File: src/rtl/sd_dat_block_rx_pkg.sv
// Shared state encoding and SD DAT bus constants for the block receiver.
package sd_pkg;

   typedef logic [2:0] sd_state_t;

   localparam sd_state_t StIdle      = 3'd0;
   localparam sd_state_t StWaitStart = 3'd1;
   localparam sd_state_t StData      = 3'd2;
   localparam sd_state_t StCrc       = 3'd3;
   localparam sd_state_t StEnd       = 3'd4;
   localparam sd_state_t StDone      = 3'd5;

   localparam logic [15:0] SD_CRC16_POLY   = 16'h1021;
   localparam logic [3:0]  SD_START_NIBBLE = 4'h0;
   localparam logic [3:0]  SD_END_NIBBLE   = 4'hF;

endpackage

File: src/rtl/sd_dat_block_rx_if.sv
// Handshake and status bundle between the Avalon-side controller and the DAT read engine.
interface sd_dat_block_rx_if;

   logic       sd_tick;
   logic [3:0] dat_in;
   logic       start;
   logic       abort;
   logic       busy;
   logic [7:0] rx_data;
   logic       rx_valid;
   logic       done;
   logic       crc_err;
   logic       end_err;
   logic       timeout;

   modport master (
      output sd_tick, dat_in, start, abort,
      input  busy, rx_data, rx_valid, done, crc_err, end_err, timeout
   );

   modport slave (
      input  sd_tick, dat_in, start, abort,
      output busy, rx_data, rx_valid, done, crc_err, end_err, timeout
   );

endinterface

File: src/rtl/sd_dat_block_rx_crc16.sv
// Serial CRC16 for one DAT line: accumulates data bits, then shifts the remainder out MSB first.
module sd_crc16_serial
   import sd_pkg::*;
(
   input  logic clk,
   input  logic reset_n,
   input  logic clr,
   input  logic en,
   input  logic din,
   input  logic shift,
   output logic msb
);

   logic [15:0] crc_q, crc_d;
   logic        fb;

   always_comb begin
      crc_d = crc_q;
      fb    = din ^ crc_q[15];
      if (clr) begin
         crc_d = '0;
      end else if (en) begin
         if (shift) begin
            crc_d = {crc_q[14:0], 1'b0};
         end else begin
            crc_d = {crc_q[14:0], 1'b0} ^ (fb ? SD_CRC16_POLY : 16'h0000);
         end
      end
   end

   always_ff @(posedge clk or negedge reset_n) begin
      if (!reset_n) begin
         crc_q <= '0;
      end else begin
         crc_q <= crc_d;
      end
   end

   assign msb = crc_q[15];

endmodule

File: src/rtl/sd_dat_block_rx.sv
// SD 4-bit DAT block read engine: start-bit hunt, nibble-to-byte deserialise, CRC16 and end check.
module sd_dat_block_rx
   import sd_pkg::*;
#(
   parameter int unsigned BLOCK_BYTES   = 512,
   parameter int unsigned TIMEOUT_TICKS = 65535,
   parameter int unsigned TO_W          = 16
) (
   input  logic             clk,
   input  logic             reset_n,
   sd_dat_block_rx_if.slave bus
);

   localparam int unsigned BW = $clog2(BLOCK_BYTES);

   sd_state_t       state_q, state_d;
   logic [BW-1:0]   byte_q, byte_d;
   logic            nib_q, nib_d;
   logic [3:0]      bit_q, bit_d;
   logic [TO_W-1:0] to_q, to_d;
   logic [7:0]      rx_data_q, rx_data_d;
   logic            rx_valid_q, rx_valid_d;
   logic            done_q, done_d;
   logic            crc_err_q, crc_err_d;
   logic            end_err_q, end_err_d;
   logic            timeout_q, timeout_d;

   logic            crc_clr, crc_en, crc_shift;
   logic [3:0]      crc_msb;

   for (genvar i = 0; i < 4; i++) begin : g_crc
      sd_crc16_serial u_crc (
         .clk     (clk),
         .reset_n (reset_n),
         .clr     (crc_clr),
         .en      (crc_en),
         .din     (bus.dat_in[i]),
         .shift   (crc_shift),
         .msb     (crc_msb[i])
      );
   end

   always_comb begin
      state_d    = state_q;
      byte_d     = byte_q;
      nib_d      = nib_q;
      bit_d      = bit_q;
      to_d       = to_q;
      rx_data_d  = rx_data_q;
      rx_valid_d = 1'b0;
      done_d     = 1'b0;
      crc_err_d  = crc_err_q;
      end_err_d  = end_err_q;
      timeout_d  = timeout_q;
      crc_clr    = 1'b0;
      crc_en     = 1'b0;
      crc_shift  = 1'b0;

      // Abort beats both start and a coincident tick.
      if (bus.abort) begin
         state_d = StIdle;
      end else begin
         case (state_q)
            StIdle: begin
               if (bus.start) begin
                  state_d   = StWaitStart;
                  byte_d    = '0;
                  nib_d     = 1'b0;
                  bit_d     = '0;
                  to_d      = '0;
                  crc_err_d = 1'b0;
                  end_err_d = 1'b0;
                  timeout_d = 1'b0;
                  crc_clr   = 1'b1;
               end
            end
            StWaitStart: begin
               if (bus.sd_tick) begin
                  if (bus.dat_in == SD_START_NIBBLE) begin
                     state_d = StData;
                  end else begin
                     to_d = to_q + 1'b1;
                     if (to_q == TO_W'(TIMEOUT_TICKS - 1)) begin
                        timeout_d = 1'b1;
                        done_d    = 1'b1;
                        state_d   = StIdle;
                     end
                  end
               end
            end
            StData: begin
               if (bus.sd_tick) begin
                  crc_en = 1'b1;
                  if (!nib_q) begin
                     rx_data_d[7:4] = bus.dat_in;
                     nib_d          = 1'b1;
                  end else begin
                     rx_data_d[3:0] = bus.dat_in;
                     nib_d          = 1'b0;
                     rx_valid_d     = 1'b1;
                     if (byte_q == BW'(BLOCK_BYTES - 1)) begin
                        state_d = StCrc;
                        bit_d   = '0;
                     end else begin
                        byte_d = byte_q + 1'b1;
                     end
                  end
               end
            end
            StCrc: begin
               crc_shift = 1'b1;
               if (bus.sd_tick) begin
                  crc_en = 1'b1;
                  if (bus.dat_in != crc_msb) begin
                     crc_err_d = 1'b1;
                  end
                  bit_d = bit_q + 1'b1;
                  if (bit_q == 4'd15) begin
                     state_d = StEnd;
                  end
               end
            end
            StEnd: begin
               if (bus.sd_tick) begin
                  if (bus.dat_in != SD_END_NIBBLE) begin
                     end_err_d = 1'b1;
                  end
                  done_d  = 1'b1;
                  state_d = StDone;
               end
            end
            StDone: begin
               state_d = StIdle;
            end
            default: begin
               state_d = StIdle;
            end
         endcase
      end
   end

   always_ff @(posedge clk or negedge reset_n) begin
      if (!reset_n) begin
         state_q    <= StIdle;
         byte_q     <= '0;
         nib_q      <= 1'b0;
         bit_q      <= '0;
         to_q       <= '0;
         rx_data_q  <= '0;
         rx_valid_q <= 1'b0;
         done_q     <= 1'b0;
         crc_err_q  <= 1'b0;
         end_err_q  <= 1'b0;
         timeout_q  <= 1'b0;
      end else begin
         state_q    <= state_d;
         byte_q     <= byte_d;
         nib_q      <= nib_d;
         bit_q      <= bit_d;
         to_q       <= to_d;
         rx_data_q  <= rx_data_d;
         rx_valid_q <= rx_valid_d;
         done_q     <= done_d;
         crc_err_q  <= crc_err_d;
         end_err_q  <= end_err_d;
         timeout_q  <= timeout_d;
      end
   end

   assign bus.busy     = (state_q != StIdle);
   assign bus.rx_data  = rx_data_q;
   assign bus.rx_valid = rx_valid_q;
   assign bus.done     = done_q;
   assign bus.crc_err  = crc_err_q;
   assign bus.end_err  = end_err_q;
   assign bus.timeout  = timeout_q;

endmodule

File: src/flat_wrapper.sv
// flat-port wrapper written by rule: the top's interface ports become plain ports
module sd_dat_block_rx_flat import sd_pkg::*;
#(
   parameter int unsigned BLOCK_BYTES   = 512,
   parameter int unsigned TIMEOUT_TICKS = 65535,
   parameter int unsigned TO_W          = 16
)
  (clk, reset_n, bus_sd_tick, bus_dat_in, bus_start, bus_abort, bus_busy, bus_rx_data, bus_rx_valid, bus_done, bus_crc_err, bus_end_err, bus_timeout);
  sd_dat_block_rx_if bus_i ();
  input  logic clk;
  input  logic reset_n;
  input wire logic [$bits(bus_i.sd_tick)-1:0] bus_sd_tick;
  input wire logic [$bits(bus_i.dat_in)-1:0] bus_dat_in;
  input wire logic [$bits(bus_i.start)-1:0] bus_start;
  input wire logic [$bits(bus_i.abort)-1:0] bus_abort;
  output wire logic [$bits(bus_i.busy)-1:0] bus_busy;
  output wire logic [$bits(bus_i.rx_data)-1:0] bus_rx_data;
  output wire logic [$bits(bus_i.rx_valid)-1:0] bus_rx_valid;
  output wire logic [$bits(bus_i.done)-1:0] bus_done;
  output wire logic [$bits(bus_i.crc_err)-1:0] bus_crc_err;
  output wire logic [$bits(bus_i.end_err)-1:0] bus_end_err;
  output wire logic [$bits(bus_i.timeout)-1:0] bus_timeout;
  assign bus_i.sd_tick = bus_sd_tick;
  assign bus_i.dat_in = bus_dat_in;
  assign bus_i.start = bus_start;
  assign bus_i.abort = bus_abort;
  assign bus_busy = bus_i.busy;
  assign bus_rx_data = bus_i.rx_data;
  assign bus_rx_valid = bus_i.rx_valid;
  assign bus_done = bus_i.done;
  assign bus_crc_err = bus_i.crc_err;
  assign bus_end_err = bus_i.end_err;
  assign bus_timeout = bus_i.timeout;
  sd_dat_block_rx #(.BLOCK_BYTES(BLOCK_BYTES), .TIMEOUT_TICKS(TIMEOUT_TICKS), .TO_W(TO_W)) u_core (.clk(clk), .reset_n(reset_n), .bus(bus_i));
endmodule
File: config.mk
export PLATFORM = sky130hd
export DESIGN_NAME = sd_dat_block_rx_flat
export DESIGN_NICKNAME = d
export VERILOG_FILES = /design/src/rtl/sd_dat_block_rx_pkg.sv /design/src/rtl/sd_dat_block_rx_if.sv /design/src/rtl/sd_dat_block_rx_crc16.sv /design/src/rtl/sd_dat_block_rx.sv /design/src/flat_wrapper.sv
export SDC_FILE = /design/constraint.sdc
export NUM_CORES = 1
export LEC_CHECK = 0
export CAP_MARGIN = 10
export CORE_AREA = 4 4 72 140
export DETAILED_ROUTE_END_ITERATION = 7
export DIE_AREA = 0 0 76 144
export GPL_TIMING_DRIVEN = 0
export PLACE_DENSITY = 0.74
export RECOVER_POWER = 100
export SLEW_MARGIN = 30
export SYNTH_ARGS = -nofsm -noshare
export SYNTH_HDL_FRONTEND = slang
export SYNTH_SLANG_ARGS = --single-unit
File: constraint.sdc
create_clock -name clk -period 3.3 [get_ports clk]
set_input_delay 0.495 -clock clk [delete_from_list [all_inputs] [get_ports clk]]
set_output_delay 0.495 -clock clk [all_outputs]
set_load 0.02 [all_outputs]
==> results of run 1 <==
report_power, final:
group / total, mW / switching (mW) / internal (mW)
logic: 0.838 / 0.542 / 0.297
registers: 1.60 / 0.0995 / 1.50
clock network: 1.11 / 0.511 / 0.600
layout make-up:
| type | count | share of cell area |
|---|---|---|
| plain buffers | 35 | 0.0255 |
| clock buffers | 9 | 0.0400 |
| clock inverters | 7 | 0.0142 |
| inverters | 5 | 0.00333 |
| multi-input cells | 377 | 0.365 |
| flip-flops and latches | 110 | 0.489 |
| well taps | 102 | 0.0227 |
| repair buffers | 21 | 0.0402 |
per-stage QoR:
step,setup slack [ps],area [um2]
after detailed placement,747,5350
after CTS,852,5660
after global placement,-2340,5320
final,563,5630
after global routing,339,5630
after floorplan,1360,5000
kinds of logic (layout without fill, tap and decap cells):
kind of cell | Yosys count | count (layout) | synth area share
buf+inv | 40 | 77 | 0.0333
xor+xnor | 30 | 30 | 0.0526
fa+ha+maj | 5 | 5 | 0.0125
compound gates | 99 | 99 | 0.119
simple gates | 233 | 233 | 0.210
flops | 110 | 110 | 0.551
mux | 10 | 10 | 0.0223
state kept, by name, summed over array words and instances, names as in the netlist:
register and count:
u_core.to_q 16, u_core.g_crc.u_crc.crc_q 64, u_core.nib_q 1, u_core.byte_q 9, u_core.bit_q 4, u_core.bus.rx_data 8
u_core.bus.done 1, u_core.bus.crc_err 1, u_core.bus.timeout 1, u_core.bus.end_err 1, u_core.state_q 3, u_core.bus.rx_valid 1
layer usage:
layer	track usage	share of wire
met2	0.362	0.53
met3	0.0324	0.025
met4	0.0882	0.034
met5	0	0
met1	0.237	0.41
worst paths after layout:
path	slack (ps)	to
worst max-delay path	560	u_core.to_q[10]$_DFFE_PN0P_
worst min-delay path	360	u_core.state_q[2]$_DFFE_PN0P_
worst max register to register	720	u_core.g_crc[0].u_crc.crc_q[12]$_DFFE_PN0P_
worst min register to register	480	u_core.g_crc[3].u_crc.crc_q[4]$_DFFE_PN0P_
max in group asynchronous	860	u_core.g_crc[2].u_crc.crc_q[0]$_DFFE_PN0P_
min in group asynchronous	1040	u_core.g_crc[0].u_crc.crc_q[2]$_DFFE_PN0P_
placed cells by master, fill, tap and decap left out, types with 5 or more instances in the layout:
master,count
nand2_1,136
nor2_1,31
dfrtp_1,110
o2bb2ai_1,5
and3_1,8
inv_1,5
o22ai_1,9
nand3_1,12
mux2_2,9
clkbuf_1,28
xnor2_1,13
nor2b_1,8
a21oi_1,8
nand4_1,9
ha_1,5
clkbuf_16,9
xor2_1,17
o21ai_0,63
nor3_1,6
dlygate4sd3_1,15
worst max-delay path, stage by stage:
cell and delay, ps:
dlygate4sd3_1 730, o41ai_1 120, a211oi_1 880, buf_2 370, nand4_1 150, xor2_1 160
nor2_1 50
==> impl_metrics.toml, run 1 <==
[outcome]
outcome = "finished, violations left"
violations = "max-capacitance violations, max-slew violations"

[yosys]
yosysMostFrequentCell = "nand2_1"
syn_area_per_cell_um2 = 9.48
synth_seq_cells = 110
synth_edf_count = 0
yosys.cell_types.count = 49
synth_top_cell_by_area = "dfrtp_1"
synth_nets = 541
synth-main-ff-cell = "dfrtp_1"
netlist.area_leader.share = 0.551
syn_inst = 527
async_flop_share = 1.00
ys_seq_area_frac = 0.551
yosys_warnings = 0
synthTopCellsByCount = "nand2_1, dfrtp_1, o21ai_0, nor2_1, clkbuf_1"
synthTopCellsByArea = "dfrtp_1, nand2_1, o21ai_0"
synth_area_um2 = 5000

[setup_path]
end_kind = "register"
worstPathArrival_ps = 2970
r2r_cells = 7
required_ps = 3530
startpoint = "bus_dat_in[3]"
crit_path_start_kind = "primary input"
critPathKind = "primary input to register"
reg2reg_from = "u_core.state_q[0]$_DFFE_PN0P_"
critPathMaxFanout = 10

[timing]
setup-violations-final = 0
finalSetupTns_ps = 0
relSlewSlack = -0.633
period_share = 0.829
timing.final.max_slew_violations = 55
timing.hold.ws_ps = 355
max_freq_mhz = 365
hold_viol_final = 0
rsz0062_at_grt = "no"
min_period_ps = 2740
clock_skew_ps = 11.4
tightest_slew_ps = 2450

[routing]
routed-via-count = 3749
dr.first_iter.drc_count = 259
drt-wirelength-per-cell_um = 15.8
ant_nets = 0
dr.pass1.iters = 4
viasPerCell = 5.63
routed_wirelength_um = 10600
drc_errors = 0

[floorplan]
fp.dieH_um = 144
io_pins = 23
rows = 49
initial_utilization = 0.554
die_x_um = 76
die_area_um2 = 10900
coreArea_um2 = 9010

[global_routing]
grt_pass1_wl_um = 18000
grt_pass1_vias = 3772
grt_use_total = 0.202
overflow = 0
grt_max_degree = 57
grt_antenna_before_repair = 0

[min_path]
hold_class = "primary input to register"
hold_depth = 2
hold_start = "bus_abort"

[power_and_ir_drop]
p_leak_nw = 2.51
power.density_nw_per_um2 = 631
finalPower_mw = 3.55
ir_drop_mv = 0.348

[layout]
diodes = 0
syn2layout_area_growth_pct = 12.7
final-seq-area_um2 = 2750
layout.nets = 573
post-route-util = 0.625
drive_gt1_frac = 0.0656
fill_cells = 758
fin_cells = 666
multi_input_area_um2 = 2060

[clock_tree]
numClockSinks = 110
clockBufferDepth = 2
postCtsSetupBuffers = 0
hold_buffers = 0
post_cts_resized = 0
clkTransAtPathRegs_ps = 70
cts_tree = "yes"
cts_htree_levels = 3
insertion_delay_ps = 350
ctsRootBufferMaster = "clkbuf_16"
cts_inserted_buffers = 9

[placement]
dp_hpwl_um = 7590
dp_cells = 650
place_congestion = 0.861
port_buffers = 20

[job]
maxCapViolCount = 1
Note: power is estimated with default switching activity, not from simulation.
==> inputs of run 2 (changes only) <==
--- a/config.mk
+++ b/config.mk
@@ -6,11 +6,11 @@
 export NUM_CORES = 1
 export LEC_CHECK = 0
 export CAP_MARGIN = 10
-export CORE_AREA = 4 4 72 140
+export CORE_AREA = 4 4 74 144
 export DETAILED_ROUTE_END_ITERATION = 7
-export DIE_AREA = 0 0 76 144
+export DIE_AREA = 0 0 78 148
 export GPL_TIMING_DRIVEN = 0
-export PLACE_DENSITY = 0.74
+export PLACE_DENSITY = 0.73
 export RECOVER_POWER = 100
 export SLEW_MARGIN = 30
 export SYNTH_ARGS = -nofsm -noshare
==> constraint.sdc (replaced) <==
create_clock -name clk -period 2.5 [get_ports clk]
set_input_delay 0.375 -clock clk [delete_from_list [all_inputs] [get_ports clk]]
set_output_delay 0.375 -clock clk [all_outputs]
set_load 0.02 [all_outputs]
==> impl_metrics.toml, run 2 (same netlist as run 1, synthesis figures left out) <==
[setup_path]
worstPathArrival_ps = 1920
crit_path_start_kind = "register"
critical_path.slowest_cell = "dlygate4sd3_1"
critPathMaxFanout = 8
path_delay_family = "buffers and inverters"
required_ps = 2120
end_kind = "output pin"
critPathKind = "register to output pin"
crit_chain = "buf_2 > or3_1 > dlygate4sd3_1"
crit_buf_inv = 2
worst_path_largest_cell_delay_ps = 670

[floorplan]
initial_utilization = 0.529
coreArea_um2 = 9450
fp.dieH_um = 148
die_area_um2 = 11500
die_x_um = 78
rows = 50
io_pins = 23

[layout]
post-route-util = 0.600
layout.nets = 574
largest_register = "u_core.g_crc.u_crc.crc_q"
final_cell_mix = "nand2_1, dfrtp_1, o21ai_0, nor2_1, clkbuf_1"
syn2layout_area_growth_pct = 13.4
layout_top_registers = "u_core.g_crc.u_crc.crc_q x64, u_core.to_q x16, u_core.byte_q x9"
final_common_cell = "nand2_1"
largest_register_ffs = 64
drive_gt1_frac = 0.0709
diodes = 0
finalInstanceArea_um2 = 5670

[timing]
timing.hold.ws_ps = 228
relSlewSlack = 0.127
tightest_slew_ps = 1310
finalSetupTns_ps = 0
rsz0062_at_grt = "no"
max_freq_mhz = 435
period_share = 0.920
clock_skew_ps = 6.37
min_period_ps = 2300
hold_viol_final = 0
setup-violations-final = 0
timing.final.max_slew_violations = 0

[routing]
viasPerCell = 5.48
drt-wirelength-per-cell_um = 15.9
drc_errors = 0
ant_nets = 0
routed_wirelength_um = 11000
dr.pass1.iters = 5
routed-via-count = 3801
dr.first_iter.drc_count = 134

[placement]
port_buffers = 20
dpl_cell_area_um2 = 5390
place_congestion = 0.800
dp_hpwl_um = 8080

[min_path]
hold_class = "primary input to register"

[outcome]
outcome = "completed"

[global_routing]
grt-busiest-layer = "met2"
grtUsageMet1 = 0.214
grt_pass1_wl_um = 19000
grt_antenna_before_repair = 0
grt_max_degree = 58
grt_pass1_vias = 4013
overflow = 0
grt_use_total = 0.207
grtUsageMet2 = 0.401
grtUsageMet3 = 0.0299

[clock_tree]
cts_htree_levels = 3
clkTransAtPathRegs_ps = 70
insertion_delay_ps = 350
cts_tree = "yes"
numClockSinks = 110
clockBufferDepth = 2
cts_inserted_buffers = 9
postCtsSetupBuffers = 0
ctsRootBufferMaster = "clkbuf_16"

[power_and_ir_drop]
sequentialPowerShare = 0.452
clkPwrFrac = 0.308
finalPower_mw = 4.69
comb_power_share = 0.240
p_sw_frac = 0.325
p_sw_mw = 1.52
power.density_nw_per_um2 = 828
ir_drop_mv = 0.383
intPower_mw = 3.17
p_leak_nw = 2.51

[job]
maxCapViolCount = 0
[run 2: changes by cell type in the layout (fill, tap and decap cells not counted), sizes merged]
cell,before,now
dlygate4sd2,1,0
buf,8,6
clkdlybuf4s50,4,5
clkbuf,37,40
inv,8,7
[run 2: routing by layer]
layer | wire length (um) | vias up
met3 | 221 | 23
li1 | - | 1843
met2 | 6410 | 43
met4 | 323 | 0
met1 | 4080 | 1892
met5 | 0 | -
[run 2: cell type report]
cell class	instances	area, um2
multi-input combinational	377	2070
clock inverter	6	71.3
timing repair buffer	22	216
clock buffer	9	225
fill	823	3780
sequential	110	2750
buffer	35	146
tap	130	163
inverter	5	18.8
[run 2: metrics by stage]
step / std cells / worst slack (ps)
global route: 694 / 34.6
detailed placement: 678 / 48.9
global placement: 677 / -3040
finish: 694 / 200
floorplan: 527 / 563
CTS: 694 / 35.4
[run 2: repair_timing]
item / 4_1_cts / 5_1_grt
setup endpoints to repair: 0 / 4
gates resized for setup: 0 / 1
hold buffers: 1 / 0
endpoints found under the hold margin: 20 / 0
[run 2: power by group through the flow]
stage | registers (mW) | clock network, mW | logic [mW]
floorplan | 2.18 | 0 | 0.686
global placement | 2.15 | 0 | 1.13
detailed placement | 2.16 | 0 | 1.16
CTS | 2.12 | 1.47 | 1.17
global route | 2.15 | 1.54 | 1.25
finish | 2.12 | 1.45 | 1.13
[run 2: path summary, 6_finish.rpt]
kind	cells past startpoint	end	from	slack, ps
max	3	bus_busy	u_core.state_q[0]$_DFFE_PN0P_	200
min	2	u_core.state_q[2]$_DFFE_PN0P_	bus_abort	230
max reg2reg	7	u_core.to_q[2]$_DFFE_PN0P_	u_core.state_q[0]$_DFFE_PN0P_	200
min reg2reg	2	u_core.g_crc[1].u_crc.crc_q[1]$_DFFE_PN0P_	u_core.g_crc[1].u_crc.crc_q[0]$_DFFE_PN0P_	480
max in group asynchronous	3	u_core.bus.rx_data[3]$_DFFE_PN0P_	reset_n	520
min in group asynchronous	2	u_core.byte_q[4]$_DFFE_PN0P_	reset_n	860
==> inputs of run 3 (changes only) <==
--- a/config.mk
+++ b/config.mk
@@ -5,12 +5,12 @@
 export SDC_FILE = /design/constraint.sdc
 export NUM_CORES = 1
 export LEC_CHECK = 0
-export CAP_MARGIN = 10
-export CORE_AREA = 4 4 74 144
+export CAP_MARGIN = 20
+export CORE_AREA = 4 4 76 149
 export DETAILED_ROUTE_END_ITERATION = 7
-export DIE_AREA = 0 0 78 148
+export DIE_AREA = 0 0 80 153
 export GPL_TIMING_DRIVEN = 0
-export PLACE_DENSITY = 0.73
+export PLACE_DENSITY = 0.67
 export RECOVER_POWER = 100
 export SLEW_MARGIN = 30
 export SYNTH_ARGS = -nofsm -noshare
==> constraint.sdc (replaced) <==
create_clock -name clk -period 2.6 [get_ports clk]
set_input_delay 0.39 -clock clk [delete_from_list [all_inputs] [get_ports clk]]
set_output_delay 0.39 -clock clk [all_outputs]
set_load 0.02 [all_outputs]
==> impl_metrics.toml, run 3 (same netlist as run 1, synthesis figures left out) <==
[floorplan]
die_area_um2 = 12200
rows = 52
fp.dieH_um = 153
initial_utilization = 0.492
coreArea_um2 = 10100
io_pins = 23
die_x_um = 80

[clock_tree]
cts_tree = "yes"
ctsRootBufferMaster = "clkbuf_16"
numClockSinks = 110
clockBufferDepth = 2
cts_inserted_buffers = 9
insertion_delay_ps = 340
cts_htree_levels = 3
clkTransAtPathRegs_ps = 70

[global_routing]
grt_pass1_wl_um = 18700
grt_max_degree = 71
grt_pass1_vias = 3877
grt_antenna_before_repair = 0
overflow = 0
grt_use_total = 0.193

[timing]
min_period_ps = 2440
relSlewSlack = 0.347
hold_viol_final = 0
max_freq_mhz = 411
setup-violations-final = 0
timing.final.max_slew_violations = 0
rsz0062_at_grt = "no"
period_share = 0.937
clock_skew_ps = 5.07
timing.hold.ws_ps = 246
tightest_slew_ps = 980

[layout]
final_cell_mix = "nand2_1, dfrtp_1, o21ai_0, nor2_1, clkbuf_1"
diodes = 0
layout_top_registers = "u_core.g_crc.u_crc.crc_q x64, u_core.to_q x16, u_core.byte_q x9"
final_common_cell = "nand2_1"
finalInstanceArea_um2 = 5640
fin_cells = 699
layout.nets = 574
largest_register_ffs = 64
largest_register = "u_core.g_crc.u_crc.crc_q"
syn2layout_area_growth_pct = 12.9
drive_gt1_frac = 0.0674

[routing]
routed-via-count = 3786
dr.first_iter.drc_count = 221
viasPerCell = 5.42
dr.pass1.iters = 4
routed_wirelength_um = 11100
drc_errors = 0
ant_nets = 0
drt-wirelength-per-cell_um = 15.9

[power_and_ir_drop]
sequentialPowerShare = 0.462
comb_power_share = 0.244
p_sw_mw = 1.43
ir_drop_mv = 0.457
power.density_nw_per_um2 = 782
clkPwrFrac = 0.295
intPower_mw = 2.98
p_leak_nw = 2.50
p_sw_frac = 0.324

[setup_path]
critPathMaxFanout = 10
required_ps = 2800
crit_top_cell = "clkbuf_1"
crit_chain = "clkbuf_1 > nor2_1 > and3_1 > clkbuf_1 > clkbuf_1 > clkbuf_2 > o22ai_1"
critPathKind = "register to register"
worst_path_largest_cell_delay_ps = 410
end_kind = "register"
crit_path_start_kind = "register"
worstPathArrival_ps = 2640
critical_path.slowest_cell = "clkbuf_1"

[placement]
port_buffers = 20
dp_hpwl_um = 7930
place_congestion = 0.792
dpl_cell_area_um2 = 5390
dp_cells = 683

[outcome]
outcome = "completed"

[job]
maxCapViolCount = 0

[min_path]
hold_class = "primary input to register"
-- run 3: power groups by stage --
stage          clock [mW]  combinational, mW  sequential, mW
6_report             1.30               1.08            2.04
5_1_grt              1.40               1.19            2.06
4_1_cts              1.33               1.13            2.04
3_5_place_dp            0               1.12            2.07
3_3_place_gp            0               1.09            2.06
2_1_floorplan           0              0.660            2.10
-- run 3: stage by stage --
step / setup slack, ps / power, mW / setup TNS, ps / utilization
after floorplan: 663 / 2.76 / 0 / -
after global placement: -3020 / 3.15 / -330920 / 0.529
after detailed placement: 89.3 / 3.19 / 0 / 0.531
after CTS: 77.1 / 4.50 / 0 / 0.560
after global routing: 13.5 / 4.65 / 0 / 0.556
final: 165 / 4.41 / 0 / 0.556
-- run 3: critical path: cells and delay by family (launching register included) --
kind,cells,cell delay [ps]
compound gates,1,150
buf+inv,4,1250
flops,1,360
simple gates,2,530
-- run 3: cell type report --
type | count | area (um2)
Tap cell | 135 | 169
Clock buffer | 12 | 256
Timing Repair Buffer | 22 | 213
Multi-Input combinational cell | 377 | 2070
Sequential cell | 110 | 2750
Clock inverter | 3 | 18.8
Inverter | 5 | 18.8
Buffer | 35 | 145
Fill cell | 940 | 4510
-- run 3: what timing repair did --
item                       in CTS  in global routing
setup buffers                   0                  0
gates resized for setup         0                  1
setup endpoints to repair       0                  4
hold endpoints to repair       40                  0
hold buffers                    1                  0
-- run 3: path summary, 6_finish.rpt --
path	slack, ps	to	start	depth (start not counted)
min	250	u_core.state_q[2]$_DFFE_PN0P_	bus_abort	2
max in group asynchronous	430	u_core.bus.rx_data[2]$_DFFE_PN0P_	reset_n	3
max	160	u_core.g_crc[3].u_crc.crc_q[12]$_DFFE_PN0P_	u_core.state_q[0]$_DFFE_PN0P_	7
min reg2reg	480	u_core.g_crc[3].u_crc.crc_q[3]$_DFFE_PN0P_	u_core.g_crc[3].u_crc.crc_q[2]$_DFFE_PN0P_	2
min in group asynchronous	730	u_core.byte_q[4]$_DFFE_PN0P_	reset_n	2
max reg2reg	160	u_core.g_crc[3].u_crc.crc_q[12]$_DFFE_PN0P_	u_core.state_q[0]$_DFFE_PN0P_	7
-- run 3: layer usage --
layer | vias to the layer above | wire, um | global-route usage
met5 | - | 0 | 0
met4 | 0 | 247 | 0.0749
met3 | 20 | 252 | 0.0383
met2 | 57 | 6260 | 0.351
met1 | 1874 | 4320 | 0.214
li1 | 1835 | - | -
